[config.mk]
export PLATFORM = sky130hd
export DESIGN_NAME = mac_dot_acc
export DESIGN_NICKNAME = d
export VERILOG_FILES = /design/src/rtl/mac_dot_acc.sv
export SDC_FILE = /design/constraint.sdc
export NUM_CORES = 2
export LEC_CHECK = 0
export ABC_AREA = 1
export CAP_MARGIN = 20
export CORE_MARGIN = 3
export CORE_UTILIZATION = 45
export CTS_BUF_LIST = sky130_fd_sc_hd__clkbuf_4
export DETAILED_ROUTE_END_ITERATION = 8
export PLACE_DENSITY = 0.71
export SYNTH_ARGS = -nofsm -noshare
export SYNTH_HDL_FRONTEND = slang
export SYNTH_HIERARCHICAL = 1
export SYNTH_SLANG_ARGS = --single-unit
[constraint.sdc]
create_clock -name clk -period 6.9 [get_ports clk]
set_clock_uncertainty 0.1 [all_clocks]
set_input_delay 0.69 -clock clk [delete_from_list [all_inputs] [get_ports clk]]
set_output_delay 0.69 -clock clk [all_outputs]
set_load 0.02 [all_outputs]
[src/rtl/mac_dot_acc.sv]
// Multi-lane signed dot-product MAC: products, adder tree, then frame accumulation
// with arithmetic rescale and saturation. One result pulse per in_last-delimited frame.

module mac_dot_lane #(
  parameter int DATA_W = 16
) (
  input  logic                  clk,
  input  logic                  rst_n,
  input  logic                  en,
  input  logic [DATA_W-1:0]     a,
  input  logic [DATA_W-1:0]     b,
  output logic [2*DATA_W-1:0]   prod
);
  logic [2*DATA_W-1:0] a_x, b_x;

  // Sign-extend first so the truncated 2N-bit product is the exact signed product.
  assign a_x = {{DATA_W{a[DATA_W-1]}}, a};
  assign b_x = {{DATA_W{b[DATA_W-1]}}, b};

  always_ff @(posedge clk) begin
    if (!rst_n)  prod <= '0;
    else if (en) prod <= a_x * b_x;
  end
endmodule

module mac_dot_acc #(
  parameter int LANES  = 4,
  parameter int DATA_W = 16,
  parameter int ACC_W  = 40,
  parameter int OUT_W  = 16,
  parameter int SHIFT  = 0
) (
  input  logic                     clk,
  input  logic                     rst_n,
  input  logic                     in_valid,
  input  logic                     in_last,
  input  logic [LANES*DATA_W-1:0]  ifm,
  input  logic [LANES*DATA_W-1:0]  w,
  output logic [OUT_W-1:0]         result,
  output logic                     out_valid,
  output logic                     sat,
  output logic                     busy
);
  localparam int PROD_W = 2*DATA_W;
  localparam int STAGES = 1;

  localparam logic signed [ACC_W-1:0] SAT_MAX = {{(ACC_W-OUT_W+1){1'b0}}, {(OUT_W-1){1'b1}}};
  localparam logic signed [ACC_W-1:0] SAT_MIN = {{(ACC_W-OUT_W+1){1'b1}}, {(OUT_W-1){1'b0}}};

  typedef struct packed {
    logic [OUT_W-1:0] val;
    logic             sat;
  } res_t;

  logic [LANES-1:0][DATA_W-1:0] ifm_l, w_l;
  logic [LANES-1:0][PROD_W-1:0] prod;
  logic [STAGES:0]              vld_pipe, last_pipe;
  logic signed [ACC_W-1:0]      sum_c, sum_q, acc, nxt, shifted;
  logic                         part;
  res_t                         res_c, res_q;

  assign ifm_l = ifm;
  assign w_l   = w;

  // Stage 1: per-lane product registers.
  for (genvar g = 0; g < LANES; g++) begin : g_lane
    mac_dot_lane #(.DATA_W(DATA_W)) u_lane (
      .clk  (clk),
      .rst_n(rst_n),
      .en   (in_valid),
      .a    (ifm_l[g]),
      .b    (w_l[g]),
      .prod (prod[g])
    );
  end

  always_comb begin
    sum_c = '0;
    for (int i = 0; i < LANES; i++)
      sum_c = sum_c + ACC_W'($signed(prod[i]));
  end

  // Stage 2: summed beat. vld_pipe[0]/[1] are stage-1/stage-2 valid.
  always_ff @(posedge clk) begin
    if (!rst_n) begin
      vld_pipe  <= '0;
      last_pipe <= '0;
      sum_q     <= '0;
    end else begin
      vld_pipe  <= {vld_pipe[STAGES-1:0], in_valid};
      last_pipe <= {last_pipe[STAGES-1:0], in_valid & in_last};
      if (vld_pipe[0]) sum_q <= sum_c;
    end
  end

  assign nxt     = acc + sum_q;
  assign shifted = nxt >>> SHIFT;

  always_comb begin
    res_c.sat = 1'b0;
    res_c.val = shifted[OUT_W-1:0];
    if (shifted > SAT_MAX) begin
      res_c.sat = 1'b1;
      res_c.val = SAT_MAX[OUT_W-1:0];
    end else if (shifted < SAT_MIN) begin
      res_c.sat = 1'b1;
      res_c.val = SAT_MIN[OUT_W-1:0];
    end
  end

  // Stage 3: accumulate; a last beat emits the frame and restarts from zero.
  always_ff @(posedge clk) begin
    if (!rst_n) begin
      acc       <= '0;
      part      <= 1'b0;
      res_q     <= '0;
      out_valid <= 1'b0;
    end else begin
      out_valid <= 1'b0;
      if (vld_pipe[1]) begin
        if (last_pipe[1]) begin
          acc       <= '0;
          part      <= 1'b0;
          res_q     <= res_c;
          out_valid <= 1'b1;
        end else begin
          acc  <= nxt;
          part <= 1'b1;
        end
      end
    end
  end

  assign result = res_q.val;
  assign sat    = res_q.sat;
  assign busy   = vld_pipe[0] | vld_pipe[1] | part;
endmodule

==> impl_metrics.ini <==
[run_status]
status = finished, final reports clean

[sta]
final.setup.tns_ns = 0
period_share = 0.887
min_period_ns = 6.12
setup_viol = 0
slew_viol_final = 0
hold_viol = 0
max-slew-margin-rel = 0.457
fmax_mhz = 163
worstMarginPinSlew_ns = 0.813
rsz0062_at_grt = false

[logic_synthesis]
synth_commonest_cells = 2,250 x inv_1, 2,143 x nand2_1, 1,114 x fa_1
yosysMostFrequentCell = inv_1
ys.flop_type = dfxtp_1
syn_area_sq_mm = 0.0585
yosys_warnings = 6
yosysSeqAreaShare = 0.0774
avgSynthCellArea_sq_um = 7.18
ys_async_sr_fraction = 0
synthCells = 8146
yosysTopAreaCellShare = 0.381
synth_edf_count = 0
syn-num-nets = 9793
synthTopCellsByArea = fa_1 38%, inv_1 14%, nand2_1 14%
synth-seq-cells = 226
synth.distinct_cells = 49
synth_top_cell_by_area = fa_1

[clocking]
clkSlewWorstSetupHoldPaths_ns = 0.07
clk_path_buf_depth = 3
clkSinkCount = 226
postCtsResizedCells = 0
post_cts_buffers = 0
cts_buffers = 61
cts_tree = yes
clk_latency_ns = 0.79
cts_hold_buf = 0
cts_htree_levels = 2
root_buffer = clkbuf_4

[global_route]
antenna_found_initial = 1
overflow = 0
grt_max_degree = 86
grt_pass1_wl_um = 255000
grt_pass1_vias = 50400
grt.total_usage = 0.230

[placed_design]
dpl.hpwl_um = 132000
place_congestion = 0.941
numPortBuffers = 150

[route]
ant_nets = 0
firstDrtPassIters = 5
vias = 49000
detail_route.vias_per_cell = 4.89
drc = 0
drt-total-wl_um = 151000
drtIter0Drc = 3186
wl_per_cell_um = 15.1

[run]
cap_violations = 0

[worst_setup_path]
path_cells = clkdlybuf4s50_1, nand2_1, inv_1, fa_1, buf_4, fa_1, fa_1, fa_1, fa_1, inv_1, fa_1, inv_1, ha_1, a21oi_1, nor2_1, nor2_1, nand2_1, a21oi_1, nand2_1, nand2_1, nand3_1, nand2_1, inv_1
cp_common_cell = fa_1
critical_path_peak_fanout = 8
critical_path.slowest_cell = fa_1
startpoint_type = input pin
max_stage_delay_ns = 0.63
end_kind = register
cp.buffers_inverters = 6
required_ns = 7.47
criticalPathCategory = input pin to register
crit_family = adder cells
worstPathArrival_ns = 6.69
r2r_setup_slack_ns = 2.67

[floorplan]
io_pins = 151
die_area_sq_mm = 0.134
fp.dieH_um = 366
core_sq_mm = 0.128
initial_core_util = 0.456
row_count = 131
dieWidth_um = 366

[cells_and_area]
drive_gt1_frac = 0.0614
final_net_count = 9906
syn_to_final_growth_pct = 8.44

[worst_hold_path]
hold_class = register to register
-- cells by family after synthesis --
| kind of cell | synth area share |
|---|---|
| adder cells (fa/ha/maj) | 0.467 |
| AO/OA/AOI/OAI | 0.0499 |
| XOR/XNOR | 0.0141 |
| flip-flops | 0.0774 |
| buffers and inverters | 0.167 |
| AND/OR/NAND/NOR | 0.224 |
-- state kept, by name (all words and copies together) (netlist names) --
name / cells
out_valid: 1
sat: 1
part: 1
g_lane.u_lane/prod: 128
last_pipe: 2
sum_q: 35
acc: 40
result: 16
vld_pipe: 2
-- layout by cell type (no fill, tap or decap), drive strengths merged, types with 3 or more instances in the layout --
master            n
inv            2286
nand2          2200
fa             1114
nor2            613
ha              401
nand3           253
a21oi           247
dfxtp           226
buf             203
o21ai           190
clkdlybuf4s50   148
clkbuf           83
xor2             68
nand4            60
nor3             48
o21bai           26
xnor2            24
clkinv           19
nand3b           15
o211ai           13
or2              13
a21o             12
o21a             11
a31oi             6
o221ai            4
bufinv            4
a21boi            4
a211oi            3
-- cell type report --
| class | instances | area, sq um |
|---|---|---|
| Clock buffer | 83 | 623 |
| Multi-Input combinational cell | 5332 | 44200 |
| Inverter | 2287 | 8580 |
| Tap cell | 1729 | 2160 |
| Clock inverter | 22 | 201 |
| Timing Repair Buffer | 351 | 3130 |
| Fill cell | 12700 | 64900 |
| Antenna cell | 1 | 2.50 |
| Sequential cell | 226 | 4520 |
-- final timing paths --
kind	start	depth (start not counted)	to
hold / removal	last_pipe[0]	2	last_pipe[1]
hold reg to reg	last_pipe[0]	2	last_pipe[1]
setup / recovery	ifm[63]	23	g_lane[3].u_lane/prod[29]
setup reg to reg	g_lane[0].u_lane/prod[1]	16	sum_q[25]
-- stage by stage --
stage	worst slack [ns]	cells	hold slack [ns]	cell area, sq um	util
after CTS	0.881	10000	0.310	63400	0.494
after detailed placement	0.0337	9925	0.311	62600	0.488
after floorplan	0.494	8146	0.290	58500	-
after global routing	0.351	10000	0.346	63400	0.494
final	0.778	10000	0.322	63400	0.494
after global placement	0.00274	9925	0.317	62600	0.488
-- metal layers --
layer / vias to the layer above / part of all wire / track usage
li1: 23700 / - / -
met1: 23800 / 0.45 / 0.320
met2: 1324 / 0.48 / 0.394
met3: 194 / 0.054 / 0.0206
met4: 0 / 0.017 / 0.0406
met5: - / 0 / 0
-- worst register-to-register path, stage by stage, from the launching register on --
cell and delay (ns):
dfxtp_1 0.33, fa_1 0.63, fa_1 0.45, ha_1 0.23, inv_1 0.07, fa_1 0.20
nand3b_1 0.12, nand2_1 0.12, nand3_1 0.10, nand3_1 0.16, a21boi_0 0.64, o21ai_0 0.27
a21oi_1 0.23, xor2_1 0.20, nand2_1 0.09, o211ai_1 0.10, inv_1 0.05
Power is not shown: default switching activity piles up to over one toggle a cycle in this logic, so the estimate is an artifact.
